**src/rtl/exc_irq_ctrl_if.sv**
```systemverilog
// exc_irq_ctrl_if: core-side signal bundle between the LEGv8 datapath/decoder and the exception controller
interface exc_irq_ctrl_if #(
  parameter int N       = 64,
  parameter int NUM_IRQ = 4
);
  logic [NUM_IRQ-1:0] irq_src;
  logic [NUM_IRQ-1:0] irq_en;
  logic [N-1:0]       PC;
  logic               Exc;
  logic [3:0]         EStatus;
  logic               ERet;
  logic [1:0]         sysreg_sel;
  logic               ExtIRQ;
  logic               ExcRedirect;
  logic [N-1:0]       ExcVector;
  logic               ERetRedirect;
  logic [N-1:0]       ELR;
  logic [N-1:0]       ESR;
  logic [N-1:0]       sysreg_data;
  logic               in_handler;
  modport master (
    output irq_src, irq_en, PC, Exc, EStatus, ERet, sysreg_sel,
    input  ExtIRQ, ExcRedirect, ExcVector, ERetRedirect, ELR, ESR, sysreg_data, in_handler
  );
  modport slave (
    input  irq_src, irq_en, PC, Exc, EStatus, ERet, sysreg_sel,
    output ExtIRQ, ExcRedirect, ExcVector, ERetRedirect, ELR, ESR, sysreg_data, in_handler
  );
endinterface

```
**src/rtl/exc_irq_ctrl.sv**
```systemverilog
// exc_irq_ctrl: ELR/ESR system registers, RUN/HANDLER tracking, IRQ latching and PC redirects for LEGv8
module exc_irq_ctrl #(
  parameter int             N           = 64,
  parameter int             NUM_IRQ     = 4,
  parameter logic [N-1:0]   VECTOR_ADDR = 64'h0000_0000_0000_00D8
) (
  input logic           clk,
  input logic           reset,
  exc_irq_ctrl_if.slave bus
);
  typedef enum logic {RUN, HANDLER} state_t;
  state_t             state_q, state_d;
  logic [N-1:0]       elr_q, elr_d;
  logic [8:0]         esr_q, esr_d;
  logic [NUM_IRQ-1:0] pend_q, pend_d, prev_q, masked, clr;
  logic [2:0]         irq_id;
  logic               irq_cause;
  assign masked    = pend_q & bus.irq_en;
  assign irq_cause = bus.EStatus == 4'b0001;
  // lowest-numbered enabled pending line wins
  always_comb begin
    irq_id = '0;
    for (int i = NUM_IRQ - 1; i >= 0; i--)
      if (masked[i]) irq_id = 3'(i);
  end
  // next-state: exception entry, double fault, ERET return and pending accumulation
  always_comb begin
    state_d = state_q;
    elr_d   = elr_q;
    esr_d   = esr_q;
    clr     = '0;
    if (bus.Exc) begin
      if (state_q == RUN) begin
        elr_d   = bus.PC;
        esr_d   = {2'b00, irq_cause ? irq_id : 3'b000, bus.EStatus};
        clr     = (irq_cause && |masked) ? NUM_IRQ'(1) << irq_id : '0;
        state_d = HANDLER;
      end else
        esr_d = {1'b1, esr_q[7:4], bus.EStatus};
    end else if (bus.ERet && state_q == HANDLER)
      state_d = RUN;
    pend_d = (pend_q & ~clr) | (bus.irq_src & ~prev_q);
  end
  // state registers, cleared immediately on reset
  always_ff @(posedge clk or posedge reset) begin
    if (reset) begin
      state_q <= RUN;
      elr_q   <= '0;
      esr_q   <= '0;
      pend_q  <= '0;
      prev_q  <= '0;
    end else begin
      state_q <= state_d;
      elr_q   <= elr_d;
      esr_q   <= esr_d;
      pend_q  <= pend_d;
      prev_q  <= bus.irq_src;
    end
  end
  assign bus.ExtIRQ       = state_q == RUN && |masked;
  assign bus.ExcRedirect  = bus.Exc & ~reset;
  assign bus.ERetRedirect = bus.ERet & (state_q == HANDLER) & ~bus.Exc & ~reset;
  assign bus.ExcVector    = VECTOR_ADDR;
  assign bus.ELR          = elr_q;
  assign bus.ESR          = N'(esr_q);
  assign bus.in_handler   = state_q == HANDLER;
  assign bus.sysreg_data  = bus.sysreg_sel == 2'b00 ? elr_q :
                            bus.sysreg_sel == 2'b01 ? N'(esr_q) :
                            bus.sysreg_sel == 2'b10 ? N'(pend_q) : '0;
endmodule
```
**src/flat_wrapper.sv**
```systemverilog
// flat-port wrapper written by rule: the top's interface ports become plain ports
module exc_irq_ctrl_flat 
#(
  parameter int             N           = 64,
  parameter int             NUM_IRQ     = 4,
  parameter logic [N-1:0]   VECTOR_ADDR = 64'h0000_0000_0000_00D8
)
  (clk, reset, bus_irq_src, bus_irq_en, bus_PC, bus_Exc, bus_EStatus, bus_ERet, bus_sysreg_sel, bus_ExtIRQ, bus_ExcRedirect, bus_ExcVector, bus_ERetRedirect, bus_ELR, bus_ESR, bus_sysreg_data, bus_in_handler);
  exc_irq_ctrl_if #(.N(N), .NUM_IRQ(NUM_IRQ)) bus_i ();
  input logic clk;
  input logic reset;
  input wire logic [$bits(bus_i.irq_src)-1:0] bus_irq_src;
  input wire logic [$bits(bus_i.irq_en)-1:0] bus_irq_en;
  input wire logic [$bits(bus_i.PC)-1:0] bus_PC;
  input wire logic [$bits(bus_i.Exc)-1:0] bus_Exc;
  input wire logic [$bits(bus_i.EStatus)-1:0] bus_EStatus;
  input wire logic [$bits(bus_i.ERet)-1:0] bus_ERet;
  input wire logic [$bits(bus_i.sysreg_sel)-1:0] bus_sysreg_sel;
  output wire logic [$bits(bus_i.ExtIRQ)-1:0] bus_ExtIRQ;
  output wire logic [$bits(bus_i.ExcRedirect)-1:0] bus_ExcRedirect;
  output wire logic [$bits(bus_i.ExcVector)-1:0] bus_ExcVector;
  output wire logic [$bits(bus_i.ERetRedirect)-1:0] bus_ERetRedirect;
  output wire logic [$bits(bus_i.ELR)-1:0] bus_ELR;
  output wire logic [$bits(bus_i.ESR)-1:0] bus_ESR;
  output wire logic [$bits(bus_i.sysreg_data)-1:0] bus_sysreg_data;
  output wire logic [$bits(bus_i.in_handler)-1:0] bus_in_handler;
  assign bus_i.irq_src = bus_irq_src;
  assign bus_i.irq_en = bus_irq_en;
  assign bus_i.PC = bus_PC;
  assign bus_i.Exc = bus_Exc;
  assign bus_i.EStatus = bus_EStatus;
  assign bus_i.ERet = bus_ERet;
  assign bus_i.sysreg_sel = bus_sysreg_sel;
  assign bus_ExtIRQ = bus_i.ExtIRQ;
  assign bus_ExcRedirect = bus_i.ExcRedirect;
  assign bus_ExcVector = bus_i.ExcVector;
  assign bus_ERetRedirect = bus_i.ERetRedirect;
  assign bus_ELR = bus_i.ELR;
  assign bus_ESR = bus_i.ESR;
  assign bus_sysreg_data = bus_i.sysreg_data;
  assign bus_in_handler = bus_i.in_handler;
  exc_irq_ctrl #(.N(N), .NUM_IRQ(NUM_IRQ), .VECTOR_ADDR(VECTOR_ADDR)) u_core (.clk(clk), .reset(reset), .bus(bus_i));
endmodule
```
**config.mk**
```make
export PLATFORM = sky130hd
export DESIGN_NAME = exc_irq_ctrl_flat
export DESIGN_NICKNAME = d
export VERILOG_FILES = /design/src/rtl/exc_irq_ctrl_if.sv /design/src/rtl/exc_irq_ctrl.sv /design/src/flat_wrapper.sv
export SDC_FILE = /design/constraint.sdc
export NUM_CORES = 1
export LEC_CHECK = 0
export ABC_AREA = 1
export CORE_AREA = 8 8 156 99
export CTS_BUF_LIST = sky130_fd_sc_hd__clkbuf_8
export DETAILED_ROUTE_END_ITERATION = 8
export DIE_AREA = 0 0 164 107
export HOLD_SLACK_MARGIN = 0.1
export PLACE_DENSITY = 0.82
export SYNTH_ARGS = -nofsm -noshare
export SYNTH_HDL_FRONTEND = slang
export SYNTH_SLANG_ARGS = --single-unit
```
**constraint.sdc**
```tcl
create_clock -name clk -period 3 [get_ports clk]
set_input_delay 0.6 -clock clk [delete_from_list [all_inputs] [get_ports clk]]
set_output_delay 0.6 -clock clk [all_outputs]
set_load 0.005 [all_outputs]
```
=== Word level (Yosys, flattened, before mapping) ===
Index checks and enable logic that the tools add are counted.

* Bits in registers: 81
* Output and inout bits: 260
* Logic and storage cells: 44
* Bits of input ports: 82

* Bitwise logic cells: 13
* Muxes and demuxes: 14
* Shifts and indexed selects: 1
* Equality and inequality tests: 3
* Reduce and logical (&&, ||, !) cells: 7

{| class="wikitable"
|+ Operators by type and width
! kind !! number
|-
| $mux 64 || 2
|-
| $mux 4 || 4
|-
| $and 4x4->4 || 3
|-
| $mux 3 || 4
|-
| $mux 9 || 1
|-
| $not 4->4 || 2
|-
| $and 1x1->1 || 4
|-
| $eq 4x1->1 const B || 1
|-
| $or 4x4->4 || 1
|-
| $reduce_or 4->1 || 1
|-
| $shl 1x3->4 const A || 1
|-
| $logic_and 1x1->1 || 3
|-
| $not 1->1 || 3
|-
| $eq 2x1->1 const B || 1
|-
| $eq 2x2->1 const B || 1
|-
| $logic_not 2->1 || 1
|-
| $mux 1 || 2
|-
| $mux 2 || 1
|-
| $reduce_and 2->1 || 1
|-
| $reduce_bool 2->1 || 1
|}

=== Longest topological paths before layout ===
Gate-level depths: netlist of the first run.

* Depth in word-level cells: 12
* Mapped depth: 9
* Mapped depth without buffers: 9

=== Least setup slack after synthesis of the first run ===
Ideal clock, no wire load.

* Path kind: input to output
* Start point: input bus_sysreg_sel[1]
* End point: output bus_sysreg_data[4]
* Required time: 2400 ps
* Cell stages on the path: 4
* Arrival time: 1165 ps
* Path buffers: 1
* Setup slack: 1235 ps
* Cells stage by stage: nor2_2 -> inv_2 -> buf_2 -> o22ai_1

* Word-level cells in the longest chain between the ends: 3
* Elaborated cells between the ends (all ways): 4
* Classes of those cells: eq/ne: 1; mux: 2; reduce/logical: 1

{| class="wikitable"
|+ Ends and longest elaborated chain
! element !! line !! source
|-
| start: declaration || flat_wrapper.sv:18 || <nowiki>input wire logic [$bits(bus_i.sysreg_sel)-1:0] bus_sysreg_sel;</nowiki>
|-
| $eq 2x1->1 || exc_irq_ctrl.sv:68 || <nowiki>bus.sysreg_sel == 2'b01 ? N'(esr_q) :</nowiki>
|-
| $mux 64 || exc_irq_ctrl.sv:68 ||
|-
| $mux 64 (*) || exc_irq_ctrl.sv:67 || <nowiki>assign bus.sysreg_data = bus.sysreg_sel == 2'b00 ? elr_q :</nowiki>
|-
| end: declaration || flat_wrapper.sv:25 || <nowiki>output wire logic [$bits(bus_i.sysreg_data)-1:0] bus_sysreg_data;</nowiki>
|}

Mark *: on every way between the ends. The rest lies on a longest branch, timed or not.

=== Worst setup path after layout of the first run ===
* Start point: input bus_sysreg_sel[1]
* End point: output bus_sysreg_data[2]

* Word-level cells in the longest chain between the ends: 4
* Elaborated cells between the ends (all ways): 6
* Classes of those cells: eq/ne: 2; mux: 3; reduce/logical: 1

{| class="wikitable"
|+ Ends and longest elaborated chain
! element !! line !! source
|-
| $eq 2x2->1 || exc_irq_ctrl.sv:69 || <nowiki>bus.sysreg_sel == 2'b10 ? N'(pend_q) : '0;</nowiki>
|-
| $mux 4 || exc_irq_ctrl.sv:69 ||
|-
| $mux 64 || exc_irq_ctrl.sv:68 ||
|-
| $mux 64 (*) || exc_irq_ctrl.sv:67 ||
|}

Marked as above.

==> flow_summary.toml, run 1 <==
[layout]
final_layout_size_suffix_gt1_frac = 0.03827
final_core_util = 0.4964
antennaDiodeCount = 0
finish.net_count = 861
fin_area_mm2 = 0.006579
multi_input_area_mm2 = 0.001544
fin_cells = 959
syn2layout_area_growth_pct = 46.14
seq_area_mm2 = 0.002002
fillers = 1260

[setup_path]
cp_slowest_cell = "clkdlybuf4s50_1"
cp_common_cell = "clkdlybuf4s50_1"
r2r_start = "u_core.bus.in_handler"
crit_path_end = "bus_sysreg_data[2]"
cp.depth = 6
cp_max_fo = 7
startpoint = "bus_sysreg_sel[1]"
reg2regPathDepth = 4
crit_type = "in -> out"
worstPathRequired_ns = 2.40
worst_setup_path_end_kind = "output pin"
crit_chain = "clkdlybuf4s50_1 > buf_4 > nor2_1 > inv_1 > o211ai_1 > clkdlybuf4s50_1"
arrival_ns = 2.26
cpLargestDelayFamily = "buffers and inverters"
critPathMaxStageDelay_ns = 0.55
reg2reg_to = "u_core.bus.ELR[43]"
crit_buf_inv = 4
rrSetupSlack_ns = 1.51
cp-start-kind = "input pin"

[placement]
port_buffers = 220
postPlaceCellArea_mm2 = 0.006387
dp_hpwl_um = 11850
placedCellCount = 943
place_congestion = 0.8690

[global_route]
grt_pass1_wl_um = 21260
grt_pass1_vias = 3851
grt_antenna_before_repair = 0
grt_max_degree = 81
grt_overflow = 0
gr-usage-all-layers = 0.1542

[drt]
finalWirelength_um = 14350
detail_route.wl_per_cell_um = 14.96
first_pass_iters = 4
ant_nets = 0
drt_iter0_drc = 209
viasPerCell = 3.956
vias = 3794
drc_errors = 0

[synthesis]
synth_warnings = 0
synth_seq_cells = 80
ys_types = 20
syn_area_mm2 = 0.004502
syn_inst = 562
seq_area_frac_synth = 0.4447
synth.avg_cell_area_um2 = 8.010

[sta]
setup_violations = 0
relSlewSlack = 0.5599
final_hold_viol_count = 0
timing.final.crit_share = 0.9521
period_needed_ns = 2.856
maxSlewViolCount = 0
worst_slew_pin_slew_ns = 0.6594
finalSetupTns_ns = 0
fin_skew_ns = 0.008760
grt_setup_unrepaired = "false"
max_freq_ghz = 0.3501

[power_and_ir_drop]
pwr-share-clk = 0.251
total_power_w = 0.003044
p_leak_nw = 3.100
switchingPower_w = 0.0009189
p_comb_frac = 0.311
p_sw_frac = 0.3019
p_seq_frac = 0.438
internal_power_w = 0.002125
powerDensity_mw_per_mm2 = 462.7
max-vdd-ir-drop_v = 0.0002730

[floorplan]
dieArea_mm2 = 0.01755
coreArea_mm2 = 0.01325
die_x_um = 164
initial_core_util = 0.3397
die_h_um = 107
ios = 342
rows = 33

[clock_network]
cts_buffers = 9
htreeDepth = 3
post_cts_resized = 0
clk_pin_slew_ns = 0.09
cts.hold.buffers_added = 0
cts_tree = "done"
cts_buffer_depth = 2
clk_latency_ns = 0.35
postCtsSetupRepairBufs = 0
clkSinkCount = 80
cts.root.buffer_cell = "clkbuf_8"

[outcome]
status = "complete, no violations"

[flow_run]
cap_violations = 0

[min_path]
hp-class = "reg -> reg"
==> registers in the layout, summed over array words and instances (netlist names) <==
| name | count |
|---|---|
| u_core.bus.ELR | 64 |
| u_core.prev_q | 4 |
| u_core.esr_q | 7 |
| u_core.bus.in_handler | 1 |
| u_core.pend_q | 4 |
==> synth_stat cells (all sizes together) <==
| master | count | share of area |
|---|---|---|
| buf | 142 | 0.24 |
| nand2 | 104 | 0.087 |
| inv | 83 | 0.070 |
| dfrtp | 80 | 0.44 |
| nor2 | 67 | 0.058 |
| o21ai | 65 | 0.072 |
| nand3 | 6 | 0.0067 |
| o22ai | 5 | 0.0069 |
| o211ai | 4 | 0.0067 |
| a21oi | 2 | 0.0022 |
| conb | 2 | 0.0017 |
| nand4 | 1 | 0.0014 |
| nor3 | 1 | 0.0011 |
==> power by group through the flow <==
stage          Combinational [W]  Clock (W)  Sequential (W)
3_5_place_dp            0.000953          0         0.00135
2_1_floorplan           0.000417          0         0.00135
3_3_place_gp            0.000937          0         0.00135
4_1_cts                 0.000957   0.000812         0.00133
6_report                0.000947   0.000764         0.00133
5_1_grt                  0.00104   0.000856         0.00135
==> cell usage in the layout (no fill, tap or decap), drive strengths merged <==
cell type,n
clkinv,2
nor2,67
buf,9
nor3,1
clkinvlp,3
o211ai,4
inv,83
nand4,1
a21oi,2
o22ai,5
nand2,104
o21ai,65
nand3,6
clkdlybuf4s50,220
clkbuf,11
conb,121
dfrtp,80
==> how the worst min path moves through the flow <==
stage                     slack [ns]        startpoint          endpoint  depth (start not counted)
after floorplan                 0.40  u_core.prev_q[0]  u_core.pend_q[0]                          1
after global placement          0.40  u_core.prev_q[0]  u_core.pend_q[0]                          1
after detailed placement        0.41  u_core.prev_q[0]  u_core.pend_q[0]                          1
after CTS                       0.44  u_core.prev_q[0]  u_core.pend_q[0]                          1
after global routing            0.48  u_core.prev_q[0]  u_core.pend_q[0]                          1
final                           0.43  u_core.prev_q[0]  u_core.pend_q[0]                          1
==> per-layer routing <==
metal	up-vias	global-route usage	part of all wire
li1	1877	-	-
met1	1728	0.1720	0.39
met2	183	0.2720	0.50
met3	6	0.05894	0.11
met4	0	0.04134	0.0056
met5	-	0	0
==> kinds of logic after synthesis <==
kind of cell / Yosys count / share of synthesized area
buffers and inverters: 225 / 0.3116
AOI/OAI and AO/OA: 76 / 0.08810
DFF: 80 / 0.4447
and+or+nand+nor: 179 / 0.1540
other: 2 / 0.001668
==> layout make-up <==
cell class,instances,share of cell area
flip-flops and latches,80,0.3043
inverters,83,0.04793
clock buffers,11,0.02301
repair buffers,229,0.3507
well taps,175,0.03328
multi-input cells,376,0.2347
clock inverters,5,0.006086
==> metrics by stage <==
stage,hold WS [ns],worst slack [ns]
floorplan,0.3996,0.3483
global placement,0.4050,0.1720
detailed placement,0.4127,0.1518
CTS,0.4366,0.1523
global route,0.4799,0.05442
finish,0.4287,0.1438
(Power assumes the default switching activity.)
==> run 2, diff against run 1 <==
==> constraint.sdc (replaced) <==
create_clock -name clk -period 3 [get_ports clk]
set_input_delay 0.6 -clock clk [delete_from_list [all_inputs] [get_ports clk]]
set_output_delay 0.6 -clock clk [all_outputs]
set_load 0.05 [all_outputs]
==> run 2 against run 1 <==
Against the previous run:
- sequential power barely moved
- via count is 1.4% lower
- critical path type unchanged
- global-route usage decreased by 0.28 points
- largest cell class unchanged
- setup slack improved by 0.13 ns
- fmax increased by 4.7%
- sequential share of layout area grew 0.72 points
- hold slack improved by 0.0057 ns
- wire length shrank 3.1%
- final area down 2.3%
- first-iteration DRC count is 29% higher
==> flow_summary.toml, run 2 (synthesized netlist as in run 1, its figures left out) <==
[drt]
first_pass_iters = 5
drc_errors = 0
detail_route.wl_per_cell_um = 14.56
vias = 3739
viasPerCell = 3.915
ant_nets = 0
drt_iter0_drc = 269
finalWirelength_um = 13900

[floorplan]
ios = 342
initial_core_util = 0.3397
die_h_um = 107
dieArea_mm2 = 0.01755
die_x_um = 164
coreArea_mm2 = 0.01325
rows = 33

[setup_path]
crit_chain = "clkdlybuf4s50_1 > nor2_2 > inv_2 > buf_4 > o22ai_1 > buf_4"
r2r_start = "u_core.bus.in_handler"
rrSetupSlack_ns = 1.54
critPathMaxStageDelay_ns = 0.53
worstPathRequired_ns = 2.40
cp-start-kind = "input pin"
cp_max_fo = 36
cp_slowest_cell = "clkdlybuf4s50_1"
reg2reg_to = "u_core.bus.ELR[9]"
arrival_ns = 2.13
worst_setup_path_end_kind = "output pin"
crit_type = "in -> out"
reg2regPathDepth = 4
cp_common_cell = "buf_4"

[layout]
fin_area_mm2 = 0.006427
finish.net_count = 859
final_cell_mix = "153 x clkdlybuf4s50_1, 121 x conb_1, 104 x nand2_1"
final_layout_size_suffix_gt1_frac = 0.1192
syn2layout_area_growth_pct = 42.77
mostFrequentLayoutCell = "clkdlybuf4s50_1"
largest_reg_flops = 64
antennaDiodeCount = 0

[sta]
period_needed_ns = 2.728
worst_slew_pin_slew_ns = 0.5353
timing.final.crit_share = 0.9093
finalSetupTns_ns = 0
setup_violations = 0
grt_setup_unrepaired = "false"
fin_skew_ns = 0.009030
maxSlewViolCount = 0
relSlewSlack = 0.6420
max_freq_ghz = 0.3666
final_hold_viol_count = 0

[global_route]
grt_max_degree = 43
gr-usage-all-layers = 0.1514
grt_antenna_before_repair = 0
grt_pass1_vias = 3747
grt_overflow = 0
grt_pass1_wl_um = 21180

[power_and_ir_drop]
p_comb_frac = 0.497
switchingPower_w = 0.001917
p_leak_nw = 3.223
p_seq_frac = 0.333
internal_power_w = 0.002079
powerDensity_mw_per_mm2 = 621.6
max-vdd-ir-drop_v = 0.0002669
pwr-share-clk = 0.170
p_sw_frac = 0.4798

[clock_network]
cts_tree = "done"
clk_latency_ns = 0.34
cts.hold.buffers_added = 0
clk_pin_slew_ns = 0.08
clkSinkCount = 80
htreeDepth = 3
cts_buffer_depth = 2
cts.root.buffer_cell = "clkbuf_8"
cts_buffers = 9
post_cts_resized = 0
postCtsSetupRepairBufs = 0

[min_path]
hp-class = "reg -> reg"
min_to = "u_core.pend_q[0]"
min_from = "u_core.prev_q[0]"
worstHoldPathCells = 1

[flow_run]
cap_violations = 0

[placement]
port_buffers = 220
place_congestion = 0.9298
dp_hpwl_um = 11500
postPlaceCellArea_mm2 = 0.006267

[outcome]
status = "complete, no violations"
run 2: changes by cell type in the layout (fill, tap and decap cells not counted), sizes merged:
cell,change
buf,+65
clkbuf,-1
clkdlybuf4s50,-67
clkinv,+2
clkinvlp,-2
inv,-1
run 2: stage by stage:
stage          worst slack (ns)  hold slack, ns  std cells  power [W]    util
3_5_place_dp             0.2868          0.4381        941   0.003340  0.4729
6_report                 0.2722          0.4344        955   0.003995  0.4849
3_3_place_gp             0.3153          0.4040        941   0.003323  0.4729
2_1_floorplan            0.3483          0.3996        681   0.002811       -
5_1_grt                  0.1836          0.4604        955   0.004210  0.4849
4_1_cts                  0.2858          0.4398        955   0.004051  0.4849
run 2: metal layers:
metal  GRT usage  wire [um]  vias to the layer above
met1      0.1787       5516                     1694
li1            -          -                     1873
met3     0.05473       1482                        9
met2      0.2591       6800                      163
met4     0.03618        102                        0
met5           0          0                        -
run 2: final cells by class:
cell class,count,area (um^2)
inverter,83,315.3
fill,1275,6827
sequential,80,2002
timing repair buffer,227,2187
multi-input combinational,376,1544
clock buffer,10,137.6
clock inverter,4,22.52
tap,175,219.0
run 2: critical path, delay by kind of cell:
family	cells	cell delay, ns
AND/OR/NAND/NOR	1	0.25
buffers and inverters	4	1.05
AO/OA/AOI/OAI	1	0.21
run 2: how the worst max path moves through the flow:
stage                      start            endpoint  slack [ns]  cells past startpoint
2_1_floorplan              reset   u_core.bus.ELR[0]        0.35                      1
3_3_place_gp   bus_sysreg_sel[1]  bus_sysreg_data[4]        0.32                      6
3_5_place_dp   bus_sysreg_sel[1]  bus_sysreg_data[8]        0.29                      6
4_1_cts        bus_sysreg_sel[1]  bus_sysreg_data[8]        0.29                      6
5_1_grt        bus_sysreg_sel[1]  bus_sysreg_data[4]        0.18                      6
6_report       bus_sysreg_sel[1]  bus_sysreg_data[8]        0.27                      6
run 2: power groups by stage:
stage                     clock (W)  sequential [W]  combinational, W
after floorplan                   0         0.00188          0.000927
after global placement            0         0.00134           0.00198
after detailed placement          0         0.00135           0.00199
after CTS                  0.000727         0.00133           0.00199
after global routing       0.000780         0.00135           0.00208
final                      0.000681         0.00133           0.00199
